$ cat src/rtl/matrix_stream_sequencer_pkg.sv
// Shared types and helpers for the matrix stream sequencer.
// Holds the sequencer state encoding, default geometry and the
// element slot-offset helper used by the flat packed buses.
package matrix_stream_sequencer_pkg;

    typedef enum logic [2:0] {
        LOAD_A,
        LOAD_B,
        CLEAR,
        RUN,
        DRAIN
    } seq_state_t;

    localparam int ORDER_DEFAULT    = 2;
    localparam int BITWIDTH_DEFAULT = 8;
    localparam int ELEMS            = ORDER_DEFAULT * ORDER_DEFAULT;

    // Bit offset of element slot idx in a flat bus of width-bit elements.
    function automatic int slotOffset(input int idx, input int width);
        return idx * width;
    endfunction

endpackage

$ cat src/rtl/matrix_stream_sequencer_pack_reg.sv
// Write-addressed flat register: ELEMS slots of WIDTH bits packed into one
// bus, slot k at bit k*WIDTH. One slot can be written per cycle.
module matseq_pack_reg
    import matrix_stream_sequencer_pkg::*;
#(
    parameter int ELEMS = 4,
    parameter int WIDTH = 8,
    localparam int IDXW = (ELEMS > 1) ? $clog2(ELEMS) : 1
) (
    input  logic                     clk,
    input  logic                     reset,
    input  logic                     wr_en_i,
    input  logic [IDXW-1:0]          wr_idx_i,
    input  logic [WIDTH-1:0]         wr_data_i,
    output logic [ELEMS*WIDTH-1:0]   data_o
);

    logic [ELEMS*WIDTH-1:0] data_q;

    // Store the incoming element into its addressed slot; other slots hold.
    always_ff @(posedge clk or posedge reset) begin
        if (reset) begin
            data_q <= '0;
        end else if (wr_en_i) begin
            data_q[slotOffset(int'(wr_idx_i), WIDTH) +: WIDTH] <= wr_data_i;
        end
    end

    assign data_o = data_q;

endmodule

$ cat src/rtl/matrix_stream_sequencer.sv
// Front/back-end stage for matrix_mult: collects A then B as a row-major
// element stream, pulses the multiplier clear, holds enable until the
// multiplier reports rdy, then replays the captured C as a row-major stream
// with a last marker. Only one job is in flight at a time.
// Optional build macro MATSEQ_TIMEOUT_EN adds a RUN-state watchdog and the
// sticky timeout_err output.
module matrix_stream_sequencer
    import matrix_stream_sequencer_pkg::*;
#(
    parameter int order          = ORDER_DEFAULT,
    parameter int bitwidth       = BITWIDTH_DEFAULT,
    parameter int TIMEOUT_CYCLES = 64
) (
    input  logic                               clk,
    input  logic                               reset,
    input  logic                               in_valid,
    output logic                               in_ready,
    input  logic [bitwidth-1:0]                in_data,
    output logic                               out_valid,
    input  logic                               out_ready,
    output logic [bitwidth-1:0]                out_data,
    output logic                               out_last,
    output logic                               busy,
    output logic                               mult_clear,
    output logic                               mult_enable,
    output logic [order*order*bitwidth-1:0]    mult_A,
    output logic [order*order*bitwidth-1:0]    mult_B,
    input  logic [order*order*bitwidth-1:0]    mult_C,
    input  logic                               mult_rdy
`ifdef MATSEQ_TIMEOUT_EN
    ,
    output logic                               timeout_err
`endif
);

    localparam int NUM_ELEMS = order * order;
    localparam int IDXW      = (NUM_ELEMS > 1) ? $clog2(NUM_ELEMS) : 1;
    localparam logic [IDXW-1:0] LAST_IDX = IDXW'(NUM_ELEMS - 1);

    // The watchdog must leave room for the multiplier's normal latency.
    generate
        if (TIMEOUT_CYCLES <= order * order * order + 2) begin : gTimeoutCheck
            $error("TIMEOUT_CYCLES must exceed order^3+2");
        end
    endgenerate

    seq_state_t state_q, state_d;
    logic [IDXW-1:0] cnt_q, cnt_d;
    logic [NUM_ELEMS*bitwidth-1:0] cap_q;
    logic aWr, bWr, capLoad;
    logic timeoutHit;

`ifdef MATSEQ_TIMEOUT_EN
    localparam int TW = $clog2(TIMEOUT_CYCLES + 1);
    localparam logic [TW-1:0] LAST_TMR = TW'(TIMEOUT_CYCLES - 1);
    logic [TW-1:0] tmr_q;
    logic timeoutErr_q;

    assign timeoutHit = (state_q == RUN) && !mult_rdy && (tmr_q == LAST_TMR);

    // Count cycles spent in RUN; restart from zero whenever RUN is left.
    always_ff @(posedge clk or posedge reset) begin
        if (reset) begin
            tmr_q <= '0;
        end else if (state_q == RUN) begin
            tmr_q <= tmr_q + TW'(1);
        end else begin
            tmr_q <= '0;
        end
    end

    // Sticky error flag, cleared only by reset.
    always_ff @(posedge clk or posedge reset) begin
        if (reset) begin
            timeoutErr_q <= 1'b0;
        end else if (timeoutHit) begin
            timeoutErr_q <= 1'b1;
        end
    end

    assign timeout_err = timeoutErr_q;
`else
    assign timeoutHit = 1'b0;
`endif

    // State and element counter registers.
    always_ff @(posedge clk or posedge reset) begin
        if (reset) begin
            state_q <= LOAD_A;
            cnt_q   <= '0;
        end else begin
            state_q <= state_d;
            cnt_q   <= cnt_d;
        end
    end

    // Capture the multiplier result in the cycle rdy is seen during RUN.
    always_ff @(posedge clk or posedge reset) begin
        if (reset) begin
            cap_q <= '0;
        end else if (capLoad) begin
            cap_q <= mult_C;
        end
    end

    // Next-state and counter sequencing across load, compute and drain.
    always_comb begin
        state_d = state_q;
        cnt_d   = cnt_q;
        case (state_q)
            LOAD_A: begin
                if (in_valid) begin
                    if (cnt_q == LAST_IDX) begin
                        cnt_d   = '0;
                        state_d = LOAD_B;
                    end else begin
                        cnt_d = cnt_q + IDXW'(1);
                    end
                end
            end
            LOAD_B: begin
                if (in_valid) begin
                    if (cnt_q == LAST_IDX) begin
                        cnt_d   = '0;
                        state_d = CLEAR;
                    end else begin
                        cnt_d = cnt_q + IDXW'(1);
                    end
                end
            end
            CLEAR: begin
                state_d = RUN;
            end
            RUN: begin
                if (mult_rdy) begin
                    cnt_d   = '0;
                    state_d = DRAIN;
                end else if (timeoutHit) begin
                    cnt_d   = '0;
                    state_d = LOAD_A;
                end
            end
            DRAIN: begin
                if (out_ready) begin
                    if (cnt_q == LAST_IDX) begin
                        cnt_d   = '0;
                        state_d = LOAD_A;
                    end else begin
                        cnt_d = cnt_q + IDXW'(1);
                    end
                end
            end
            default: begin
                cnt_d   = '0;
                state_d = LOAD_A;
            end
        endcase
    end

    // Handshake, multiplier control and output data decoded from state.
    always_comb begin
        in_ready    = 1'b0;
        out_valid   = 1'b0;
        out_data    = '0;
        out_last    = 1'b0;
        mult_clear  = 1'b0;
        mult_enable = 1'b0;
        aWr         = 1'b0;
        bWr         = 1'b0;
        capLoad     = 1'b0;
        busy        = !((state_q == LOAD_A) && (cnt_q == '0));
        case (state_q)
            LOAD_A: begin
                in_ready = 1'b1;
                aWr      = in_valid;
            end
            LOAD_B: begin
                in_ready = 1'b1;
                bWr      = in_valid;
            end
            CLEAR: begin
                mult_clear = 1'b1;
            end
            RUN: begin
                mult_enable = 1'b1;
                capLoad     = mult_rdy;
            end
            DRAIN: begin
                out_valid = 1'b1;
                out_data  = cap_q[slotOffset(int'(cnt_q), bitwidth) +: bitwidth];
                out_last  = (cnt_q == LAST_IDX);
            end
            default: begin
                in_ready = 1'b0;
            end
        endcase
    end

    matseq_pack_reg #(
        .ELEMS (NUM_ELEMS),
        .WIDTH (bitwidth)
    ) uPackA (
        .clk       (clk),
        .reset     (reset),
        .wr_en_i   (aWr),
        .wr_idx_i  (cnt_q),
        .wr_data_i (in_data),
        .data_o    (mult_A)
    );

    matseq_pack_reg #(
        .ELEMS (NUM_ELEMS),
        .WIDTH (bitwidth)
    ) uPackB (
        .clk       (clk),
        .reset     (reset),
        .wr_en_i   (bWr),
        .wr_idx_i  (cnt_q),
        .wr_data_i (in_data),
        .data_o    (mult_B)
    );

endmodule

$ cat config.mk
export PLATFORM = sky130hd
export DESIGN_NAME = matrix_stream_sequencer
export DESIGN_NICKNAME = d
export VERILOG_FILES = /design/src/rtl/matrix_stream_sequencer_pkg.sv /design/src/rtl/matrix_stream_sequencer_pack_reg.sv /design/src/rtl/matrix_stream_sequencer.sv
export SDC_FILE = /design/constraint.sdc
export NUM_CORES = 1
export LEC_CHECK = 0
export CAP_MARGIN = 20
export CORE_MARGIN = 2
export CORE_UTILIZATION = 52
export CTS_CLUSTER_DIAMETER = 100
export DETAILED_ROUTE_END_ITERATION = 8
export PLACE_DENSITY = 0.83
export RECOVER_POWER = 50
export SETUP_SLACK_MARGIN = 0.3
export SLEW_MARGIN = 0
export SYNTH_ARGS = -nofsm -noshare
export SYNTH_HDL_FRONTEND = slang
export SYNTH_SLANG_ARGS = --single-unit
$ cat constraint.sdc
create_clock -name clk -period 6.7 [get_ports clk]
set_clock_uncertainty 0.2 [all_clocks]
set_input_delay 1.675 -clock clk [delete_from_list [all_inputs] [get_ports clk]]
set_output_delay 1.675 -clock clk [all_outputs]
set_load 0.005 [all_outputs]
==> impl_metrics.env <==
export IMPL_result_of_the_run="finished, violations left"
export IMPL_violated_checks="max-capacitance violations, max-slew violations"
export IMPL_drc=0
export IMPL_mappedNetlistArea_sq_um=4560
export IMPL_detail_route_vias_per_cell=5.41
export IMPL_number_of_global_route_vias_before_repair=3125
export IMPL_final_setup_tns_ns=0
export IMPL_die_width_um=97.6
export IMPL_worst_slew_pin_slew_ns=2.10
export IMPL_cts_repair_resize_count=0
export IMPL_layout_cells_most_common="sky130_fd_sc_hd__dfrtp_1"
export IMPL_finalMaxSlewViolations=83
export IMPL_grt_pass1_wl_um=16700
export IMPL_final_antenna_net_count=0
export IMPL_clk_pin_slew_ns=0.10
export IMPL_asr_flop_ratio_synth_pct=100
export IMPL_floorplan_initialDensity_pct=53.0
export IMPL_timing_critical_path_required_ns=4.83
export IMPL_non_filler_instance_count_after_layout=543
export IMPL_final_layout_fill_cell_count=609
export IMPL_crit_chain="inv_1, ha_1, nand3b_1, clkdlybuf4s50_1"
export IMPL_cts_sinks=101
export IMPL_synth_seq_cells=101
export IMPL_ioPinCount=123
export IMPL_num_rows=34
export IMPL_slowest_delay_ns=0.91
export IMPL_peakVddDrop_uv=167
export IMPL_firstDrtPassIters=4
export IMPL_post_cts_setup_repair_buffer_count=0
export IMPL_antenna_found_initial=0
export IMPL_timing_fmax_mhz=228
export IMPL_syn_num_nets=361
export IMPL_leakagePower_nw=2.99
export IMPL_grt_remaining_overflow=0
export IMPL_critPathSlowestCell="sky130_fd_sc_hd__dfrtp_1"
export IMPL_finish_net_count=481
export IMPL_grt_max_degree=55
export IMPL_clk_path_buf_depth=2
export IMPL_crit_path_start="cnt_q[0]"
export IMPL_htree_num_levels=3
export IMPL_global_route_usage_total_pct=22.6
export IMPL_dp_slack_ns=2.69
export IMPL_hp_start="uPackB.data_o[22]"
export IMPL_post_route_cells_drive_above_1_share_pct=29.2
export IMPL_power_density_nw_per_um2=357
export IMPL_tritoncts="yes"
export IMPL_insertion_delay_ns=0.36
export IMPL_worstPathMaxFanout=19
export IMPL_criticalPathCategory="reg2out"
export IMPL_timing_final_hold_violations=0
export IMPL_cts_hold_buf=0
export IMPL_cts_made_buffers=9
export IMPL_fin_crit_ns=4.38
export IMPL_design_core_area_sq_um=8590
export IMPL_hold_path_class="reg2reg"
export IMPL_cell_variety_after_synth=39
export IMPL_dp_cells=527
export IMPL_grt_setup_unrepaired="false"
export IMPL_max_cap_violations=2
export IMPL_via_count=2939
export IMPL_critPathLaunchType="flip-flop"
export IMPL_end_kind="output port"
export IMPL_initialDrtViolationCount=58
export IMPL_worstPathArrival_ns=2.51
export IMPL_synth_edff_count=0
export IMPL_area_growth_syn_to_layout_pct=32.3
export IMPL_regArea_sq_um=2530
export IMPL_report_final_setup_viol=0
export IMPL_critical_path_reg2reg_startpoint="cnt_q[0]"
export IMPL_number_of_antenna_cells_inserted=0
export IMPL_portBuffers=122
export IMPL_die_area_sq_um=9530
export IMPL_dpl_hpwl_um=7350
export IMPL_worst_slew_margin_rel_pct=-40.6
export IMPL_die_h_um=97.6
export IMPL_most_common_layout_cells="sky130_fd_sc_hd__dfrtp_1 (101), sky130_fd_sc_hd__mux2_2 (87), sky130_fd_sc_hd__clkdlybuf4s50_1 (67)"
export IMPL_synthesis_area_per_instance_sq_um=14.7
export IMPL_multi_input_comb_area_sq_um=1910
export IMPL_ctsRootBufferMaster="sky130_fd_sc_hd__clkbuf_8"
export IMPL_routed_wl_um=10200
export IMPL_synth_warning_count=0
export IMPL_syn_inst=310
export IMPL_wl_per_cell_um=18.8
export IMPL_seq_area_frac_synth_pct=55.4
export IMPL_routabilityCongestion=0.774
export IMPL_setup_ws_ns=2.32
export IMPL_finalCritPeriodShare_pct=65.4
export IMPL_synth_ff_type="sky130_fd_sc_hd__dfrtp_1"
==> stage by stage <==
stage               hold slack (ns)  util [%]  power [W]  cell area (sq um)
finish                        0.288      70.2    0.00215               6030
global route                  0.324      70.2    0.00228               6030
CTS                           0.299      70.5    0.00222               6050
detailed placement            0.276      68.1    0.00182               5860
global placement              0.270      68.1    0.00178               5860
floorplan                     0.274         -    0.00141               4560
==> layout make-up <==
cell class                 count  share of cell area, %
tap                          108                   2.24
clock buffer                  10                   2.12
multi-input combinational    188                   31.6
sequential                   101                   41.9
timing repair buffer         125                   20.6
clock inverter                 6                   1.18
inverter                       5                  0.332
==> layer usage <==
layer	GRT usage (%)	share of wire, %
met1	31.7	44
met5	0	0
met3	5.40	5.7
met4	6.94	1.6
met2	35.3	49
==> critical path, delay by kind of cell (launching register included) <==
family	cells	cell delay [ns]
and+or+nand+nor	1	0.15
DFF	1	0.91
buffers and inverters	2	0.74
adders and majority gates	1	0.35
==> where the power goes <==
part | switching [W] | leakage, nW | internal [W]
registers | 0.000151 | 1.38 | 0.000801
logic | 0.000292 | 1.51 | 0.000514
clock network | 0.000216 | 0.0988 | 0.000177
==> kinds of logic (layout without fill, tap and decap cells) <==
group / count (synthesis) / in the layout / synth area share [%]
fa+ha+maj: 6 / 6 / 1.65
simple gates: 68 / 68 / 10.7
buf+inv: 21 / 146 / 2.25
compound gates: 10 / 10 / 1.62
flops: 101 / 101 / 55.4
mux: 104 / 104 / 28.3
==> worst paths after layout <==
check	endpoint	slack, ns	depth (start not counted)
setup / recovery	busy	2.32	4
hold / removal	uPackB.data_o[22]	0.29	1
setup reg to reg	uPackB.data_o[7]	3.60	5
hold reg to reg	uPackB.data_o[22]	0.29	1
max in group asynchronous	uPackA.data_o[14]	2.74	3
min in group asynchronous	cap_q[14]	2.10	2
==> cell usage after synthesis (all sizes together) (4+ instances only) <==
cell type	instances	share of area [%]
inv	5	0.41
ha	6	1.6
dfrtp	101	55
mux2	96	24
buf	13	1.6
and2	30	4.1
mux4	8	4.0
nor2b	8	1.1
and3	4	0.55
==> registers in the layout, indices dropped and copies added, names as in the netlist <==
signal         cells
cap_q             32
cnt_q              2
state_q            3
uPackA.data_o     32
uPackB.data_o     32
No activity file was read; power rests on OpenSTA's default activity.
